[src/rtl/cdb_arbiter_if.sv]
// Bundle of the functional-unit result lanes and the published CDB outputs.
// The master drives lane requests/results; the slave (arbiter) returns grants and the CDB.
interface cdb_arbiter_if #(
    parameter int unsigned DATA_W = 32,
    parameter int unsigned TAG_W  = 6
);
    logic [3:0]          fu_req;
    logic [4*TAG_W-1:0]  fu_tag;
    logic [4*DATA_W-1:0] fu_data;
    logic                flush;
    logic [3:0]          fu_grant;
    logic                cdb_valid;
    logic [TAG_W-1:0]    cdb_tag;
    logic [DATA_W-1:0]   cdb_data;
    logic [1:0]          cdb_src;

    modport master (
        output fu_req, fu_tag, fu_data, flush,
        input  fu_grant, cdb_valid, cdb_tag, cdb_data, cdb_src
    );

    modport slave (
        input  fu_req, fu_tag, fu_data, flush,
        output fu_grant, cdb_valid, cdb_tag, cdb_data, cdb_src
    );
endinterface

[src/rtl/cdb_arbiter.sv]
// Round-robin arbiter sharing one Common Data Bus among four result lanes.
// Grant is combinational; the winning lane's tag/result is registered onto the CDB.
module cdb_arbiter #(
    parameter int unsigned DATA_W = 32,
    parameter int unsigned TAG_W  = 6
) (
    input logic        clk_i,
    input logic        reset_i,
    cdb_arbiter_if.slave bus_io
);
    logic [1:0]        rr_ptr_q, rr_ptr_d;
    logic              cdb_valid_q, cdb_valid_d;
    logic [TAG_W-1:0]  cdb_tag_q, cdb_tag_d;
    logic [DATA_W-1:0] cdb_data_q, cdb_data_d;
    logic [1:0]        cdb_src_q, cdb_src_d;

    logic              gnt_any;
    logic [1:0]        gnt_idx;
    logic [1:0]        cand;
    logic [3:0]        grant;

    // Search from rr_ptr upward with 2-bit wrap; first requester wins.
    always_comb begin
        gnt_any = 1'b0;
        gnt_idx = 2'd0;
        cand    = 2'd0;
        for (int k = 0; k < 4; k++) begin
            cand = rr_ptr_q + 2'(k);
            if (!gnt_any && bus_io.fu_req[cand]) begin
                gnt_any = 1'b1;
                gnt_idx = cand;
            end
        end
        if (reset_i || bus_io.flush) begin
            gnt_any = 1'b0;
        end
        grant = gnt_any ? (4'b0001 << gnt_idx) : 4'b0000;
    end

    always_comb begin
        rr_ptr_d    = rr_ptr_q;
        cdb_valid_d = gnt_any;
        cdb_tag_d   = cdb_tag_q;
        cdb_data_d  = cdb_data_q;
        cdb_src_d   = cdb_src_q;
        if (gnt_any) begin
            rr_ptr_d   = gnt_idx + 2'd1;
            cdb_tag_d  = bus_io.fu_tag[TAG_W * 32'(gnt_idx) +: TAG_W];
            cdb_data_d = bus_io.fu_data[DATA_W * 32'(gnt_idx) +: DATA_W];
            cdb_src_d  = gnt_idx;
        end
    end

    always_ff @(posedge clk_i) begin
        if (reset_i) begin
            rr_ptr_q    <= 2'd0;
            cdb_valid_q <= 1'b0;
            cdb_tag_q   <= '0;
            cdb_data_q  <= '0;
            cdb_src_q   <= 2'd0;
        end else begin
            rr_ptr_q    <= rr_ptr_d;
            cdb_valid_q <= cdb_valid_d;
            cdb_tag_q   <= cdb_tag_d;
            cdb_data_q  <= cdb_data_d;
            cdb_src_q   <= cdb_src_d;
        end
    end

    assign bus_io.fu_grant  = grant;
    assign bus_io.cdb_valid = cdb_valid_q;
    assign bus_io.cdb_tag   = cdb_tag_q;
    assign bus_io.cdb_data  = cdb_data_q;
    assign bus_io.cdb_src   = cdb_src_q;
endmodule

[src/flat_wrapper.sv]
// flat-port wrapper written by rule: the top's interface ports become plain ports
module cdb_arbiter_flat 
#(
    parameter int unsigned DATA_W = 32,
    parameter int unsigned TAG_W  = 6
)
  (clk_i, reset_i, bus_io_fu_req, bus_io_fu_tag, bus_io_fu_data, bus_io_flush, bus_io_fu_grant, bus_io_cdb_valid, bus_io_cdb_tag, bus_io_cdb_data, bus_io_cdb_src);
  cdb_arbiter_if #(.DATA_W(DATA_W), .TAG_W(TAG_W)) bus_io_i ();
  input logic clk_i;
  input logic reset_i;
  input wire logic [$bits(bus_io_i.fu_req)-1:0] bus_io_fu_req;
  input wire logic [$bits(bus_io_i.fu_tag)-1:0] bus_io_fu_tag;
  input wire logic [$bits(bus_io_i.fu_data)-1:0] bus_io_fu_data;
  input wire logic [$bits(bus_io_i.flush)-1:0] bus_io_flush;
  output wire logic [$bits(bus_io_i.fu_grant)-1:0] bus_io_fu_grant;
  output wire logic [$bits(bus_io_i.cdb_valid)-1:0] bus_io_cdb_valid;
  output wire logic [$bits(bus_io_i.cdb_tag)-1:0] bus_io_cdb_tag;
  output wire logic [$bits(bus_io_i.cdb_data)-1:0] bus_io_cdb_data;
  output wire logic [$bits(bus_io_i.cdb_src)-1:0] bus_io_cdb_src;
  assign bus_io_i.fu_req = bus_io_fu_req;
  assign bus_io_i.fu_tag = bus_io_fu_tag;
  assign bus_io_i.fu_data = bus_io_fu_data;
  assign bus_io_i.flush = bus_io_flush;
  assign bus_io_fu_grant = bus_io_i.fu_grant;
  assign bus_io_cdb_valid = bus_io_i.cdb_valid;
  assign bus_io_cdb_tag = bus_io_i.cdb_tag;
  assign bus_io_cdb_data = bus_io_i.cdb_data;
  assign bus_io_cdb_src = bus_io_i.cdb_src;
  cdb_arbiter #(.DATA_W(DATA_W), .TAG_W(TAG_W)) u_core (.clk_i(clk_i), .reset_i(reset_i), .bus_io(bus_io_i));
endmodule
[config.mk]
export PLATFORM = sky130hd
export DESIGN_NAME = cdb_arbiter_flat
export DESIGN_NICKNAME = d
export VERILOG_FILES = /design/src/rtl/cdb_arbiter_if.sv /design/src/rtl/cdb_arbiter.sv /design/src/flat_wrapper.sv
export SDC_FILE = /design/constraint.sdc
export NUM_CORES = 1
export LEC_CHECK = 0
export CORE_UTILIZATION = 38
export DETAILED_ROUTE_END_ITERATION = 10
export PLACE_DENSITY = 0.86
export SLEW_MARGIN = 20
export SYNTH_ARGS = -nofsm -noshare
export SYNTH_HDL_FRONTEND = slang
export SYNTH_SLANG_ARGS = --single-unit
[constraint.sdc]
create_clock -name clk_i -period 3.18 [get_ports clk_i]
set_input_delay 0.795 -clock clk_i [delete_from_list [all_inputs] [get_ports clk_i]]
set_output_delay 0.795 -clock clk_i [all_outputs]
set_load 0.05 [all_outputs]
# Word level (Yosys, flattened, before mapping)
# Cells that the tools add are included.
# classes
reduce_logical	7
magnitude_cmp	4
mul	1
add_sub_neg	4
muxes	18
shifts	3
# ops
op	n
$shiftx A128 B8 Y32	1
$shiftx A24 B6 Y6	1
$lt A2 B3 Y1 const B	4
$mux W1	9
$bmux W1 S2	4
$mux W2	4
$add A2 B1 Y2 const B	2
$add A2 B2 Y2 const B	2
$mul A2 B2 Y4 const A	1
$mux W4	1
$shl A1 B2 Y4 const A	1
$logic_and A1 B1 Y1	3
$logic_not A1 Y1	3
$logic_or A1 B1 Y1	1
# totals
out_inout_bits	45
reg_bits	43
inputBits	159
wordCells	42

# Longest topological paths before layout
# logic_depth
ltp_word	14
depth_mapped	8
depth_no_buf	5

# Least setup slack after synthesis
# OpenSTA, ideal clock, no wires.
# synth_timing
path_type	in2out
start	in bus_io_fu_req[2]
end	out bus_io_fu_grant[1]
arrival_ns	2.720
n_path_buf	2
slack_ns	-0.335
stages	6
cell_sequence	mux2i_1 > nor2_1 > or3_1 > buf_6 > buf_6 > nor3_1
# synth_via
elab_chain_cells	14
word_cells_on_any_way	25
# synth_lines
item	line	source
from (decl)	flat_wrapper.sv:11	input wire logic [$bits(bus_io_i.fu_req)-1:0] bus_io_fu_req;
$bmux W1 S2	cdb_arbiter.sv:29	if (!gnt_any && bus_io.fu_req[cand]) begin
$mux W1 (not written as such)	cdb_arbiter.sv:29	
$mux W1	cdb_arbiter.sv:29	
$logic_not A1 Y1	cdb_arbiter.sv:29	
$logic_and A1 B1 Y1	cdb_arbiter.sv:29	
$mux W1	cdb_arbiter.sv:29	
$logic_not A1 Y1	cdb_arbiter.sv:29	
$logic_and A1 B1 Y1	cdb_arbiter.sv:29	
$mux W1	cdb_arbiter.sv:29	
$logic_not A1 Y1	cdb_arbiter.sv:29	
$logic_and A1 B1 Y1	cdb_arbiter.sv:29	
$mux W2 / $mux W1 (equally long branches)	cdb_arbiter.sv:29	
$shl A1 B2 Y4 / $mux W1 (equally long branches)	cdb_arbiter.sv:37, cdb_arbiter.sv:34	
$mux W4 *	cdb_arbiter.sv:37	grant = gnt_any ? (4'b0001 << gnt_idx) : 4'b0000;
to (decl)	flat_wrapper.sv:15	output wire logic [$bits(bus_io_i.fu_grant)-1:0] bus_io_fu_grant;
# Mark *: on every way between the ends. The rest lies on a longest branch, timed or not. The select of a mux whose other input is x is not followed.

# Worst setup path in the final report
# layout_timing
start	in bus_io_fu_req[2]
end	out bus_io_fu_grant[3]
# Same word-level chain as after synthesis.

==> flow_metrics.tcl <==
set metrics [dict create \
    outcome "complete, no violations" \
    synth.cell_area_mm2 0.00292 \
    synthTopCellsByArea "dfxtp_1 29%, a211oi_2 11%, mux2i_1 9.2%" \
    multi_input_area_mm2 0.00191 \
    finalWeightedCongestion 0.803 \
    async_flop_share 0 \
    grt_pass1_wl_mm 18.6 \
    drive_gt1_frac 0.138 \
    ios 204 \
    root_buffer "clkbuf_8" \
    required_ns 2.38 \
    crit_path_top_delay_cell "or3_4" \
    worstSetupPathType "in2out" \
    grt_usage 0.285 \
    hold_viol 0 \
    skew_ns 0.00459 \
    yosysWarnings 0 \
    cp_max_fo 4 \
    min_period_ns 2.93 \
    layout.nets 703 \
    vias_per_cell 5.64 \
    final_antenna_net_count 0 \
    crit_family "simple AND/OR/NAND/NOR gates" \
    route.met2.wl_mm 6.00 \
    wl_per_cell_um 18.0 \
    worst_slew_pin_slew_ns 0.745 \
    die_y_um 89.7 \
    slew_violations 0 \
    hpwl_mm 8.75 \
    seq_area_um2 861 \
    fin_ws_ns 0.249 \
    port_buffers 203 \
    ir_drop_mv 0.193 \
    die_width_um 89.7 \
    synth_edf_count 0 \
    cts-htree-levels 2 \
    synth_flop_cell "dfxtp_1" \
    slew_headroom 0.503 \
    clkTransAtPathRegs_ns 0.08 \
    synth_commonest_cells "72 x nand2_1, 43 x dfxtp_1, 30 x nor3_1, 27 x mux2i_1" \
    cts-buffers-inserted 5 \
    diodes 0 \
    placed_area_mm2 0.00513 \
    cts_sinks 43 \
    hold_class "reg2reg" \
    finalSetupViolCount 0 \
    wl_mm 11.6 \
    grt_pass1_vias 3732 \
    fillers 557 \
    synthToLayoutAreaGrowth_pct 79.5 \
    worst_setup_path_start_kind "primary input" \
    dr.pass1.iters 4 \
    met3_length_um 677 \
    fin_crit_sh 0.922 \
    syn_nets 505 \
    synth_top_area_cell "dfxtp_1" \
    highest_layer "met4" \
    drc 0 \
    holdBufCountCts 0 \
    rsz0062_at_grt "no" \
    post_cts_buffers 0 \
    arrival_ns 2.14 \
    maxCapViolations 0 \
    clock_path_buffers 2 \
    drt-met1-wl_mm 4.64 \
    max_freq_mhz 341 \
    synth_cell_types 28 \
    antenna_found_initial 0 \
    grt_max_degree 54 \
    synth.most_common_cell "nand2_1" \
    leakagePower_nw 1.99 \
    dpl_worst_slack_ns -0.141 \
    critPathCaptureType "primary output" \
    stdcell_area_mm2 0.00525 \
    worst-path-buf-inv 3 \
    drt_iter0_markers 156 \
    synthCells 346 \
    core_mm2 0.00733 \
    dr_total_vias 3619 \
    max_stage_delay_ns 0.44 \
    die_area_mm2 0.00805 \
    rows 31 \
    initial_utilization 0.399 \
    synth_seq_cells 43 \
    p_per_area_mw_per_mm2 359 \
    cp_cell_sequence "dlymetal6s2s_1 -> buf_4 -> nand2b_1 -> a21oi_4 -> or3_4 -> nor3_4 -> buf_6" \
    avgSynthCellArea_um2 8.45 \
    cts_tree "built" \
    yosysTopAreaCellShare 0.294 \
    overflow 0 \
    yosysSeqAreaShare 0.294 \
    clk_latency_ns 0.29 \
]
## report_power, final
| group | total, W | switching (W) | internal [W] |
|---|---|---|---|
| logic | 0.000927 | 0.000499 | 0.000427 |
| registers | 0.000627 | 0.0000335 | 0.000594 |
| clock network | 0.000331 | 0.000184 | 0.000147 |
| total | 0.00188 | 0.000717 | 0.00117 |
## worst reg2reg max path, stage by stage (launching register included)
cell,delay [ns]
dfxtp_1,0.55
mux2i_2,0.31
nor2_4,0.06
or3_4,0.41
buf_4,0.34
a211oi_1,0.43
o31ai_1,0.10
## worst paths after layout
path,from,endpoint,slack [ns],cells after the start
setup / recovery,bus_io_fu_req[2],bus_io_fu_grant[3],0.25,7
hold / removal,u_core.bus_io.cdb_src[1],u_core.bus_io.cdb_src[1],0.45,2
setup reg to reg,u_core.rr_ptr_q[1],u_core.bus_io.cdb_data[27],0.86,6
hold reg to reg,u_core.bus_io.cdb_src[1],u_core.bus_io.cdb_src[1],0.45,2
## layout by cell type (no fill, tap or decap)
cell / count
nor2_2: 1
nand3b_1: 1
o22ai_4: 1
o22a_1: 1
buf_6: 2
buf_4: 28
o21a_1: 1
a211oi_2: 25
or3_4: 2
buf_12: 2
dlymetal6s2s_1: 4
a21oi_4: 1
dfxtp_1: 43
nor4b_1: 25
inv_2: 1
a21oi_1: 2
o221ai_1: 13
nor4_1: 1
mux2i_1: 26
a311oi_1: 1
clkbuf_1: 1
nand2b_1: 1
o21ai_0: 1
o31ai_1: 25
nand2_1: 72
a211oi_1: 25
nor2_1: 2
clkbuf_8: 5
nor3_4: 2
inv_1: 1
nor2_4: 2
clkdlybuf4s50_1: 195
nor3_1: 26
mux2i_2: 1
o21ai_1: 1
nor3_2: 2
## per-stage QoR
step	instances	utilization	total power, W	hold slack, ns	setup TNS (ns)
after floorplan	346	-	0.00117	0.447	-0.670
after global placement	636	0.699	0.00154	0.431	-0.184
after detailed placement	636	0.699	0.00156	0.441	-0.242
after CTS	642	0.714	0.00189	0.451	-0.00307
after global routing	642	0.716	0.00197	0.467	0
final	642	0.716	0.00188	0.454	0
## routing by layer
metal | global-route usage | vias to the layer above
met5 | 0 | -
li1 | - | 1718
met3 | 0.0558 | 18
met1 | 0.330 | 1728
met2 | 0.516 | 155
met4 | 0.108 | 0
## logic make-up (layout without fill, tap and decap cells)
logic type,after synthesis,count (layout),synth area share
flip-flops,43,43,0.294
AO/OA/AOI/OAI,97,97,0.295
buffers and inverters,42,239,0.0822
AND/OR/NAND/NOR,137,137,0.236
multiplexers,27,27,0.0924
## cell type report
class                      count  area share
clock buffer                   6      0.0138
inverter                       2     0.00143
multi-input combinational    261       0.364
sequential                    43       0.164
tap                           99      0.0236
timing repair buffer         231       0.433
## flip-flops by register name, indices dropped and copies added, names as in the netlist
signal and cells:
u_core.bus_io.cdb_src 2, u_core.rr_ptr_q 2, u_core.bus_io.cdb_valid 1, u_core.bus_io.cdb_tag 6, u_core.bus_io.cdb_data 32
## repair_timing
action,in CTS,in global routing
resized for setup,8,4
setup endpoints to repair,2,4
pin swaps,0,2
(Power assumes the default switching activity.)
